[config.mk]
export PLATFORM = sky130hd
export DESIGN_NAME = prog_sequencer
export DESIGN_NICKNAME = d
export VERILOG_FILES = /design/src/rtl/prog_sequencer.sv
export SDC_FILE = /design/constraint.sdc
export NUM_CORES = 1
export LEC_CHECK = 0
export ABC_AREA = 1
export ABC_CLOCK_PERIOD_IN_PS = 3450
export BUFFER_PORTS_ARGS = -buffer_cell sky130_fd_sc_hd__buf_4
export CORE_MARGIN = 5
export CORE_UTILIZATION = 55
export DETAILED_ROUTE_END_ITERATION = 10
export PLACE_DENSITY_LB_ADDON = 0.3
export SLEW_MARGIN = 40
export SYNTH_ARGS = -nofsm -noshare
export SYNTH_HDL_FRONTEND = slang
export SYNTH_SLANG_ARGS = --single-unit
[constraint.sdc]
create_clock -name Clk -period 3.45 [get_ports Clk]
set_input_delay 0.69 -clock Clk [delete_from_list [all_inputs] [get_ports Clk]]
set_output_delay 0.69 -clock Clk [all_outputs]
set_load 0.05 [all_outputs]
[src/rtl/prog_sequencer.sv]
// prog_sequencer: fetch and sequencing unit for the 9-bit accumulator core.
// It owns the program counter, the decoder mode register and the
// previous-instruction register. It applies branch and Ack results from the
// decoder and runs a Start/Done handshake with the host.
//
// Ports:
//   Clk             system clock, rising edge
//   Reset           synchronous, active-high
//   Start           level request to begin a run
//   Hold            freeze all registers while in RUN
//   Instruction     current ROM word at ProgCtr
//   NextState       decoder mode for next cycle (00 Reg, 01 Tgt, 10 Imm, 11 illegal)
//   BranchEn        load ProgCtr from BranchTarget
//   BranchTarget    absolute branch destination
//   AckIn           decoder saw the done instruction
//   ProgCtr         instruction ROM address
//   CurrState       mode fed back to the decoder
//   PrevInstruction instruction latched on the previous advance
//   Run             high only in RUN, qualifies datapath write enables
//   Done            high in DONE
//   PcWrap          sticky: PC incremented past its maximum
//   IllegalMode     sticky: NextState==11 seen while advancing
//   CycleCount      saturating count of advancing RUN cycles
//
// state  | meaning
// S_IDLE | waiting for Start
// S_RUN  | advancing one instruction per cycle unless Hold
// S_DONE | program finished, waiting for Start to drop
module prog_sequencer #(
  parameter int unsigned PC_W       = 10,
  parameter int unsigned START_ADDR = 0,
  parameter int unsigned CNT_W      = 16
) (
  input  logic             Clk,
  input  logic             Reset,
  input  logic             Start,
  input  logic             Hold,
  input  logic [8:0]       Instruction,
  input  logic [1:0]       NextState,
  input  logic             BranchEn,
  input  logic [8:0]       BranchTarget,
  input  logic             AckIn,
  output logic [PC_W-1:0]  ProgCtr,
  output logic [1:0]       CurrState,
  output logic [8:0]       PrevInstruction,
  output logic             Run,
  output logic             Done,
  output logic             PcWrap,
  output logic             IllegalMode,
  output logic [CNT_W-1:0] CycleCount
);

  typedef enum logic [1:0] {S_IDLE, S_RUN, S_DONE} state_t;

  state_t            state_q;
  logic [PC_W-1:0]   pc_q;
  logic [1:0]        mode_q;
  logic [8:0]        prev_q;
  logic              run_q;
  logic              done_q;
  logic              wrap_q;
  logic              ill_q;
  logic [CNT_W-1:0]  cnt_q;

  logic [PC_W-1:0]   pc_d;
  logic              wrap_d;
  logic              ill_d;
  logic [1:0]        mode_d;
  logic [CNT_W-1:0]  cnt_d;
  logic              ack_d;

  always_comb begin
    // Branch targets are absolute; they are zero-extended or truncated to PC_W.
    pc_d   = BranchEn ? PC_W'(BranchTarget) : pc_q + PC_W'(1);
    // Only a sequential increment off the top counts as a wrap.
    wrap_d = !BranchEn && (pc_q == {PC_W{1'b1}});
    ill_d  = (NextState == 2'b11);
    mode_d = ill_d ? 2'b00 : NextState;
    cnt_d  = (cnt_q == {CNT_W{1'b1}}) ? cnt_q : cnt_q + CNT_W'(1);
    // In Target/Immediate mode the word is an operand, so Ack is not honoured.
    ack_d  = AckIn && (mode_q == 2'b00);
  end

  always_ff @(posedge Clk) begin
    if (Reset) begin
      state_q <= S_IDLE;
      pc_q    <= PC_W'(START_ADDR);
      mode_q  <= 2'b00;
      prev_q  <= '0;
      run_q   <= 1'b0;
      done_q  <= 1'b0;
      wrap_q  <= 1'b0;
      ill_q   <= 1'b0;
      cnt_q   <= '0;
    end else begin
      unique case (state_q)
        S_IDLE: begin
          if (Start) begin
            state_q <= S_RUN;
            run_q   <= 1'b1;
            pc_q    <= PC_W'(START_ADDR);
            mode_q  <= 2'b00;
            prev_q  <= '0;
            cnt_q   <= '0;
            wrap_q  <= 1'b0;
            ill_q   <= 1'b0;
          end
        end
        S_RUN: begin
          if (!Hold) begin
            cnt_q  <= cnt_d;
            prev_q <= Instruction;
            mode_q <= mode_d;
            if (ill_d) ill_q <= 1'b1;
            if (ack_d) begin
              // Ack beats a simultaneous branch; ProgCtr freezes here.
              state_q <= S_DONE;
              run_q   <= 1'b0;
              done_q  <= 1'b1;
            end else begin
              pc_q <= pc_d;
              if (wrap_d) wrap_q <= 1'b1;
            end
          end
        end
        S_DONE: begin
          // Start must drop before another run can begin.
          if (!Start) begin
            state_q <= S_IDLE;
            done_q  <= 1'b0;
          end
        end
        default: begin
          state_q <= S_IDLE;
          run_q   <= 1'b0;
          done_q  <= 1'b0;
        end
      endcase
    end
  end

  assign ProgCtr         = pc_q;
  assign CurrState       = mode_q;
  assign PrevInstruction = prev_q;
  assign Run             = run_q;
  assign Done            = done_q;
  assign PcWrap          = wrap_q;
  assign IllegalMode     = ill_q;
  assign CycleCount      = cnt_q;

endmodule

==> impl_metrics.tcl, run 1 <==
set metrics [dict create \
    status "finished, final reports clean" \
    tightest_slew_ns 0.490 \
    endpoint_kind "flip-flop" \
    cp-start-kind "flip-flop" \
    drt_wl_total_um 5870 \
    layout_common_cells "89 x nand2_1, 66 x buf_4, 57 x nor2_1, 43 x dfxtp_1, 37 x inv_1" \
    fmax_ghz 0.561 \
    p_leak_nw 1.24 \
    final.min_clock_period_ns 1.78 \
    synthToLayoutAreaGrowth_pct 25.5 \
    syn-num-nets 375 \
    critical_path_class "reg -> reg" \
    initial_utilization_pct 57.7 \
    core_area_um2 4060 \
    ctsHoldBuffers 0 \
    vias 2450 \
    vias_per_cell 5.29 \
    gp_congestion 0.901 \
    cts_buffers 5 \
    cts.sinks 43 \
    die_x_um 75.2 \
    clk_latency_ns 0.30 \
    die_h_um 75.2 \
    netlist_area_um2 2340 \
    synth_cell_type_count 33 \
    syn_avg_cell_area_um2 6.75 \
    overflow 0 \
    avgRoutedWirePerCell_um 12.7 \
    ys_seq_area_share_pct 36.8 \
    rows 23 \
    peakVddDrop_v 0.000326 \
    clk_path_buf_depth 2 \
    crit_required_ns 3.63 \
    drc 0 \
    antenna_left 0 \
    grt_max_degree 32 \
    tns_ns 0 \
    ios 67 \
    ys_ff_latch 43 \
    synthCells 347 \
    detailed_place_hpwl_um 4470 \
    final_core_util_pct 72.4 \
    fin_crit_sh_pct 51.7 \
    rsz0062_at_grt "false" \
    first_pass_iters 4 \
    cts-htree-levels 2 \
    dr.first_iter.drc_count 152 \
    io_buffers 66 \
    crit_arrival_ns 1.97 \
    synth.top_cell.area_share_pct 36.8 \
    dieArea_um2 5660 \
    antenna_cells 0 \
    clk_pin_slew_ns 0.09 \
    relSlewSlack_pct 67.3 \
    antenna_found_initial 0 \
    yosysTopAreaCell "dfxtp_1" \
    worstPathMaxFanout 13 \
    final_common_cell "nand2_1" \
    finalMaxSlewViolations 0 \
    postCtsSetupRepairBufs 0 \
    worst_hold_path_type "reg -> reg" \
    synth.area.top_cells "dfxtp_1 37%, nand2_1 14%, nor2_1 9.1%" \
    finalClockSkew_ns 0.00361 \
    grtUsageTotal_pct 22.6 \
    hold_viol 0 \
    clock-root-buffer "clkbuf_8" \
    p_per_area_nw_per_um2 396 \
    cap_violations 0 \
    grt_pass1_vias 2310 \
    grt_pass1_wl_um 9920 \
    drive_above_1_share_pct 21.8 \
    final_nets 440 \
    cts-resized-gates 0 \
    cts_tree "built" \
    setup_viol 0 \
    ys_warn_count 0 \
]
[stage by stage]
stage	hold slack, ns	cells	power (mW)	worst slack (ns)	instance area, um2
after CTS	0.477	463	1.17	1.67	2940
after detailed placement	0.463	455	0.845	1.65	2850
after global placement	0.449	455	0.841	1.67	2850
after floorplan	0.571	347	0.769	1.49	2340
after global routing	0.500	463	1.22	1.44	2940
final	0.474	463	1.16	1.67	2940
[Yosys cell counts (all sizes together)]
master,n
a21oi,33
xor2,8
o211ai,5
nand4,10
nand3,19
xnor2,1
or2,1
o31ai,1
inv,39
a31oi,1
nor3,3
buf,4
o21bai,2
nand3b,1
nor2,60
o2111ai,1
nand2,92
dfxtp,43
a32oi,1
ha,2
o21ai,15
clkbuf,4
clkinv,1
[where the power goes]
group	switching [mW]	total (mW)	leakage, nW	internal, mW
combinational	0.205	0.292	0.851	0.0874
clock	0.185	0.330	0.0443	0.145
sequential	0.0241	0.543	0.348	0.519
[sequential cells by signal, indices dropped and copies added (netlist names)]
register / flops
CycleCount: 16
ProgCtr: 10
PrevInstruction: 9
CurrState: 2
state_q: 2
Done: 1
IllegalMode: 1
PcWrap: 1
Run: 1
[final cells by class]
type | instances | area (um2)
clock buffers | 5 | 68.8
clock inverters | 3 | 25.0
fillers | 349 | 1120
inverters | 40 | 151
multi-input cells | 256 | 1270
flip-flops and latches | 43 | 861
well taps | 50 | 62.6
repair buffers | 66 | 495
[cell families after synthesis]
family	after synthesis	share of synthesized area, %
flops	43	36.8
simple gates	186	35.7
xor+xnor	9	3.37
buf+inv	48	8.76
fa+ha+maj	2	1.07
compound gates	59	14.3
[metal layers]
metal | global-route usage (%) | wire (um) | vias to the layer above
li1 | - | - | 1244
met3 | 7.34 | 502 | 5
met5 | 0 | 0 | -
met4 | 5.24 | 50 | 0
met1 | 27.5 | 2360 | 1125
met2 | 38.7 | 2950 | 76
[final timing paths]
check                       end  depth (start not counted)  slack, ns                from
min          PrevInstruction[6]                          2       0.47  PrevInstruction[6]
max               CycleCount[5]                          8       1.67       CycleCount[0]
min reg2reg  PrevInstruction[6]                          2       0.47  PrevInstruction[6]
max reg2reg       CycleCount[5]                          8       1.67       CycleCount[0]
[worst max-delay path, stage by stage (launching register included)]
cell and delay [ns]:
dfxtp_1 0.45, ha_1 0.25, nand3_1 0.17, nor2_4 0.20, nand3_4 0.13, nand2_4 0.17, inv_1 0.14, nand2_1 0.09
a21oi_1 0.05
No activity file was read; power rests on OpenSTA's default activity.
==> inputs of run 2 (changes only) <==
- ABC_AREA: 1 -> 0
- ABC_CLOCK_PERIOD_IN_PS: 3450 -> 1710
- CORE_UTILIZATION: 55 -> 51
- clock period: 3.45 -> 1.71 ns (I/O delays scaled with it)
==> impl_metrics.tcl, run 2 <==
set metrics [dict create \
    violations "setup timing" \
    dp_cells 385 \
    fin_crit_sh_pct 105 \
    p_per_area_nw_per_um2 639 \
    io_buffers 66 \
    hold_viol 0 \
    drc 0 \
    dpl-instance-area_um2 2950 \
    vias 2269 \
    regToRegStartpoint "CycleCount[1]" \
    grt_pass1_wl_um 9980 \
    cp-startpoint "CycleCount[1]" \
    setup_viol 10 \
    vias_per_cell 5.59 \
    final.min_clock_period_ns 1.79 \
    layout.cells.non_filler 406 \
    synthCells 251 \
    synth_edf_count 0 \
    antenna_left 0 \
    gp_congestion 0.830 \
    peakVddDrop_v 0.000537 \
    antenna_found_initial 0 \
    dieArea_um2 5610 \
    synth_commonest_cells "43 x dfxtp_1, 29 x nor2_1, 23 x nand2_1" \
    cts_tree "built" \
    cts-htree-levels 2 \
    cp-start-kind "flip-flop" \
    ctsHoldBuffers 0 \
    cts.sinks 43 \
    p_leak_nw 1.31 \
    ios 67 \
    async_flop_share_pct 0 \
    final_common_cell "buf_4" \
    endpoint_kind "flip-flop" \
    stdcell_area_um2 3190 \
    ys_seq_area_share_pct 40.1 \
    crit_required_ns 1.90 \
    yosysMostFrequentCell "dfxtp_1" \
    drt_wl_total_um 6120 \
    synth.area.top_cells "dfxtp_1 40%, nor2_1 5.1%, a21oi_1 4.7%" \
    first_pass_iters 4 \
    syn_avg_cell_area_um2 8.56 \
    dpl_worst_slack_ns -0.172 \
    relSlewSlack_pct 78.0 \
    min_from "Instruction[6]" \
    clock-root-buffer "clkbuf_8" \
    initial_utilization_pct 53.3 \
    clk_path_buf_depth 2 \
    clk_latency_ns 0.29 \
    die_h_um 74.9 \
    setup_slack_ns -0.0844 \
    core_area_um2 4030 \
    crit_arrival_ns 1.98 \
    detailed_place_hpwl_um 4430 \
    dr.first_iter.drc_count 108 \
    synth_flop_cell "dfxtp_1" \
    rsz0062_at_grt "true" \
    die_x_um 74.9 \
    drive_above_1_share_pct 47.5 \
    whs_ns 0.286 \
    layout_common_cells "109 x buf_4, 29 x nor2_1, 22 x nand2_1, 20 x a21oi_1, 18 x dfxtp_1" \
    status "complete, but fails checks" \
    netlist_area_um2 2150 \
    tightest_slew_ns 0.321 \
    final_core_util_pct 79.1 \
    grt_pass1_vias 2260 \
    worst_hold_path_type "in -> reg" \
    final_nets 383 \
    finalClockSkew_ns 0.00330 \
    yosysTopAreaCell "dfxtp_1" \
    ys_ff_latch 43 \
    fmax_ghz 0.557 \
    critical_path_class "reg -> reg" \
    largest_reg_flops 16 \
    synth_cell_type_count 50 \
    cap_violations 0 \
    rows 23 \
    grt_max_degree 28 \
    antenna_cells 0 \
    cts_buffers 5 \
    ys_warn_count 0 \
    worstPathMaxFanout 8 \
    synth.top_cell.area_share_pct 40.1 \
    finalMaxSlewViolations 0 \
    overflow 0 \
    avgRoutedWirePerCell_um 15.1 \
    synthToLayoutAreaGrowth_pct 48.3 \
    syn-num-nets 279 \
    clk_pin_slew_ns 0.08 \
    grtUsageTotal_pct 22.8 \
]
-- run 2: cell types whose count changed after synthesis, sizes merged, moves of 7 or more --
cell,before,now
nand3,19,8
inv,39,11
nand2,92,23
a21oi,33,26
a22oi,0,10
nor2,60,29
-- run 2: repair_timing --
item                                    CTS  global route
buffers inserted                          9             3
endpoints found under the setup margin   15            24
cloned                                    1             0
resized for setup                         4             6
pin swaps                                 6             8
-- run 2: path summary, 6_finish.rpt --
kind	end	slack, ns	depth (start not counted)
worst max-delay path	CycleCount[10]	-0.08	7
worst min-delay path	PrevInstruction[6]	0.29	3
worst max register to register	CycleCount[10]	-0.08	7
worst min register to register	CurrState[0]	0.48	2
-- run 2: area by class of cell --
class                   instances  area (um2)
inverters                      11        41.3
flip-flops and latches         43         915
well taps                      50        62.6
fillers                       284         843
multi-input cells             183        1240
clock inverters                 1        5.00
repair buffers                111         850
clock buffers                   7        76.3
-- run 2: worst max-delay path: stages, from the launching register on --
cell,delay [ns]
dfxtp_4,0.36
ha_4,0.14
nand3_2,0.08
or4_4,0.55
nand3b_1,0.21
buf_4,0.15
xor2_1,0.14
nor2_1,0.05
-- run 2: stage by stage --
stage / TNS, ns / total power [mW]
6_report: -0.285 / 2.04
5_1_grt: -1.58 / 2.11
4_1_cts: -0.102 / 2.04
3_5_place_dp: -1.45 / 1.40
3_3_place_gp: -0.815 / 1.39
2_1_floorplan: -1.77 / 1.27
-- run 2: power by group --
group          internal (mW)  switching [mW]  leakage (nW)
combinational          0.160           0.222         0.904
clock                  0.287           0.340        0.0422
sequential              1.01          0.0172         0.363
total                   1.46           0.579          1.31
-- run 2: per-layer routing --
| metal | GRT usage, % | up-vias | share of wire [%] |
|---|---|---|---|
| met5 | 0 | - | 0 |
| met4 | 9.68 | 0 | 2.5 |
| met3 | 4.54 | 14 | 5.4 |
| met2 | 40.9 | 67 | 53 |
| met1 | 26.1 | 1063 | 39 |
| li1 | - | 1125 | - |
-- run 2: kinds of logic (layout without fill, tap and decap cells) --
family                   after synthesis  count (layout)  share of synthesized area (%)
AO/OA/AOI/OAI                         67              68                           22.5
AND/OR/NAND/NOR                      105             105                           26.8
multiplexers                           1               1                          0.524
flip-flops                            43              43                           40.1
adder cells (fa/ha/maj)                2               2                           1.16
buffers and inverters                 26             130                           6.00
XOR/XNOR                               7               7                           2.85
==> inputs of run 3 (changes only) <==
--- a/config.mk
+++ b/config.mk
@@ -17,2 +17,3 @@
 export SYNTH_HDL_FRONTEND = slang
 export SYNTH_SLANG_ARGS = --single-unit
+export TNS_END_PERCENT = 20
==> constraint.sdc (replaced) <==
create_clock -name Clk -period 1.71 [get_ports Clk]
set_input_delay 0.342 -clock Clk [delete_from_list [all_inputs] [get_ports Clk]]
set_output_delay 0.342 -clock Clk [all_outputs]
set_load 0.02 [all_outputs]
==> impl_metrics.tcl, run 3 (same netlist as run 2, synthesis figures left out) <==
set metrics [dict create \
    status "complete, but fails checks" \
    violations "setup timing" \
    peakVddDrop_v 0.000474 \
    final.min_clock_period_ns 1.74 \
    clk_latency_ns 0.30 \
    antenna_found_initial 0 \
    endpoint_kind "flip-flop" \
    first_pass_iters 7 \
    dr_wl_met2_um 3360 \
    drive_above_1_share_pct 43.7 \
    grt_pass1_vias 2268 \
    cp-start-kind "flip-flop" \
    die_x_um 74.9 \
    ctsHoldBuffers 0 \
    fin_crit_sh_pct 102 \
    ios 67 \
    detailed_place_hpwl_um 4370 \
    drc 0 \
    dpl-instance-area_um2 2930 \
    largest_reg_flops 16 \
    drt_wl_total_um 6250 \
    crit_required_ns 1.96 \
    setup_viol 3 \
    cts.sinks 43 \
    vias 2302 \
    die_h_um 74.9 \
    relSlewSlack_pct 66.6 \
    rows 23 \
    setup_slack_ns -0.0342 \
    grt_pass1_wl_um 9750 \
    hold_depth 3 \
    dr.first_iter.drc_count 122 \
    final_common_cell "buf_4" \
    worstPathMaxFanout 6 \
    cap_violations 0 \
    grtUsageTotal_pct 22.3 \
    vias_per_cell 5.66 \
    p_per_area_nw_per_um2 632 \
    stdcell_area_um2 3160 \
    antenna_left 0 \
    cts_buffers 5 \
    core_area_um2 4030 \
    cts-htree-levels 2 \
    cts_tree "built" \
    rsz0062_at_grt "true" \
    tightest_slew_ns 0.501 \
    dr_wl_met3_um 468 \
    dieArea_um2 5610 \
    crit_arrival_ns 1.99 \
    gp_congestion 0.816 \
    clock-root-buffer "clkbuf_8" \
    wl_met1_um 2360 \
    avgRoutedWirePerCell_um 15.3 \
    whs_ns 0.277 \
    layout_common_cells "109 x buf_4, 35 x dfxtp_1, 28 x nor2_1, 22 x nand2_1, 19 x a21oi_1" \
    critical_path_class "reg -> reg" \
    clk_path_buf_depth 2 \
    overflow 0 \
    tns_ns -0.0570 \
    grt_max_degree 29 \
    final_nets 384 \
    initial_utilization_pct 53.3 \
    hold_viol 0 \
    top_layer_used "met4" \
    finalMaxSlewViolations 0 \
    reg2reg_depth 7 \
    finalClockSkew_ns 0.00428 \
    fmax_ghz 0.573 \
    worst_hold_path_type "in -> reg" \
    io_buffers 66 \
    dpl_worst_slack_ns -0.152 \
    nFillCells 280 \
    antenna_cells 0 \
    clk_pin_slew_ns 0.08 \
    synthToLayoutAreaGrowth_pct 47.1 \
    p_leak_nw 1.31 \
]
[run 3: routing by layer]
metal | vias up | track usage, %
met1 | 1094 | 24.9
met2 | 78 | 40.6
met3 | 7 | 5.34
li1 | 1123 | -
met5 | - | 0
met4 | 0 | 8.70
[run 3: power breakdown]
group / switching [mW] / leakage [nW] / internal [mW] / total, mW
sequential: 0.0170 / 0.352 / 1.02 / 1.04
clock: 0.346 / 0.0403 / 0.279 / 0.624
combinational: 0.186 / 0.915 / 0.148 / 0.334
[run 3: worst paths after layout]
kind / startpoint / to / slack, ns
setup / recovery: state_q[0] / CycleCount[12] / -0.03
hold / removal: Instruction[4] / PrevInstruction[4] / 0.28
setup reg to reg: state_q[0] / CycleCount[12] / -0.03
hold reg to reg: CurrState[0] / CurrState[0] / 0.49
[run 3: cell type report]
cell class	count	area, um2	share of cell area [%]
Multi-Input combinational cell	183	1250	39.5
Sequential cell	43	876	27.7
Timing Repair Buffer	112	852	27.0
Clock buffer	6	72.6	2.30
Tap cell	50	62.6	1.98
Inverter	11	41.3	1.31
Clock inverter	2	7.51	0.238
[run 3: per-stage QoR]
stage | util (%) | total power, mW | std cells
2_1_floorplan | - | 1.23 | 251
3_3_place_gp | 72.8 | 1.36 | 390
3_5_place_dp | 72.8 | 1.36 | 390
4_1_cts | 75.6 | 1.98 | 399
5_1_grt | 78.4 | 2.07 | 407
6_report | 78.4 | 2.00 | 407
[run 3: repair_timing]
| action | 4_1_cts | 5_1_grt |
|---|---|---|
| setup buffers | 0 | 8 |
| cloned | 1 | 0 |
| pin swaps | 1 | 10 |
| resized for setup | 7 | 14 |
| endpoints found under the setup margin | 15 | 31 |
[run 3: critical path, stage by stage (launching register included)]
cell	delay [ns]
dfxtp_2	0.35
buf_6	0.14
nand2b_4	0.19
a211oi_4	0.23
nand3b_1	0.15
buf_4	0.17
or4_1	0.38
nand2_1	0.07
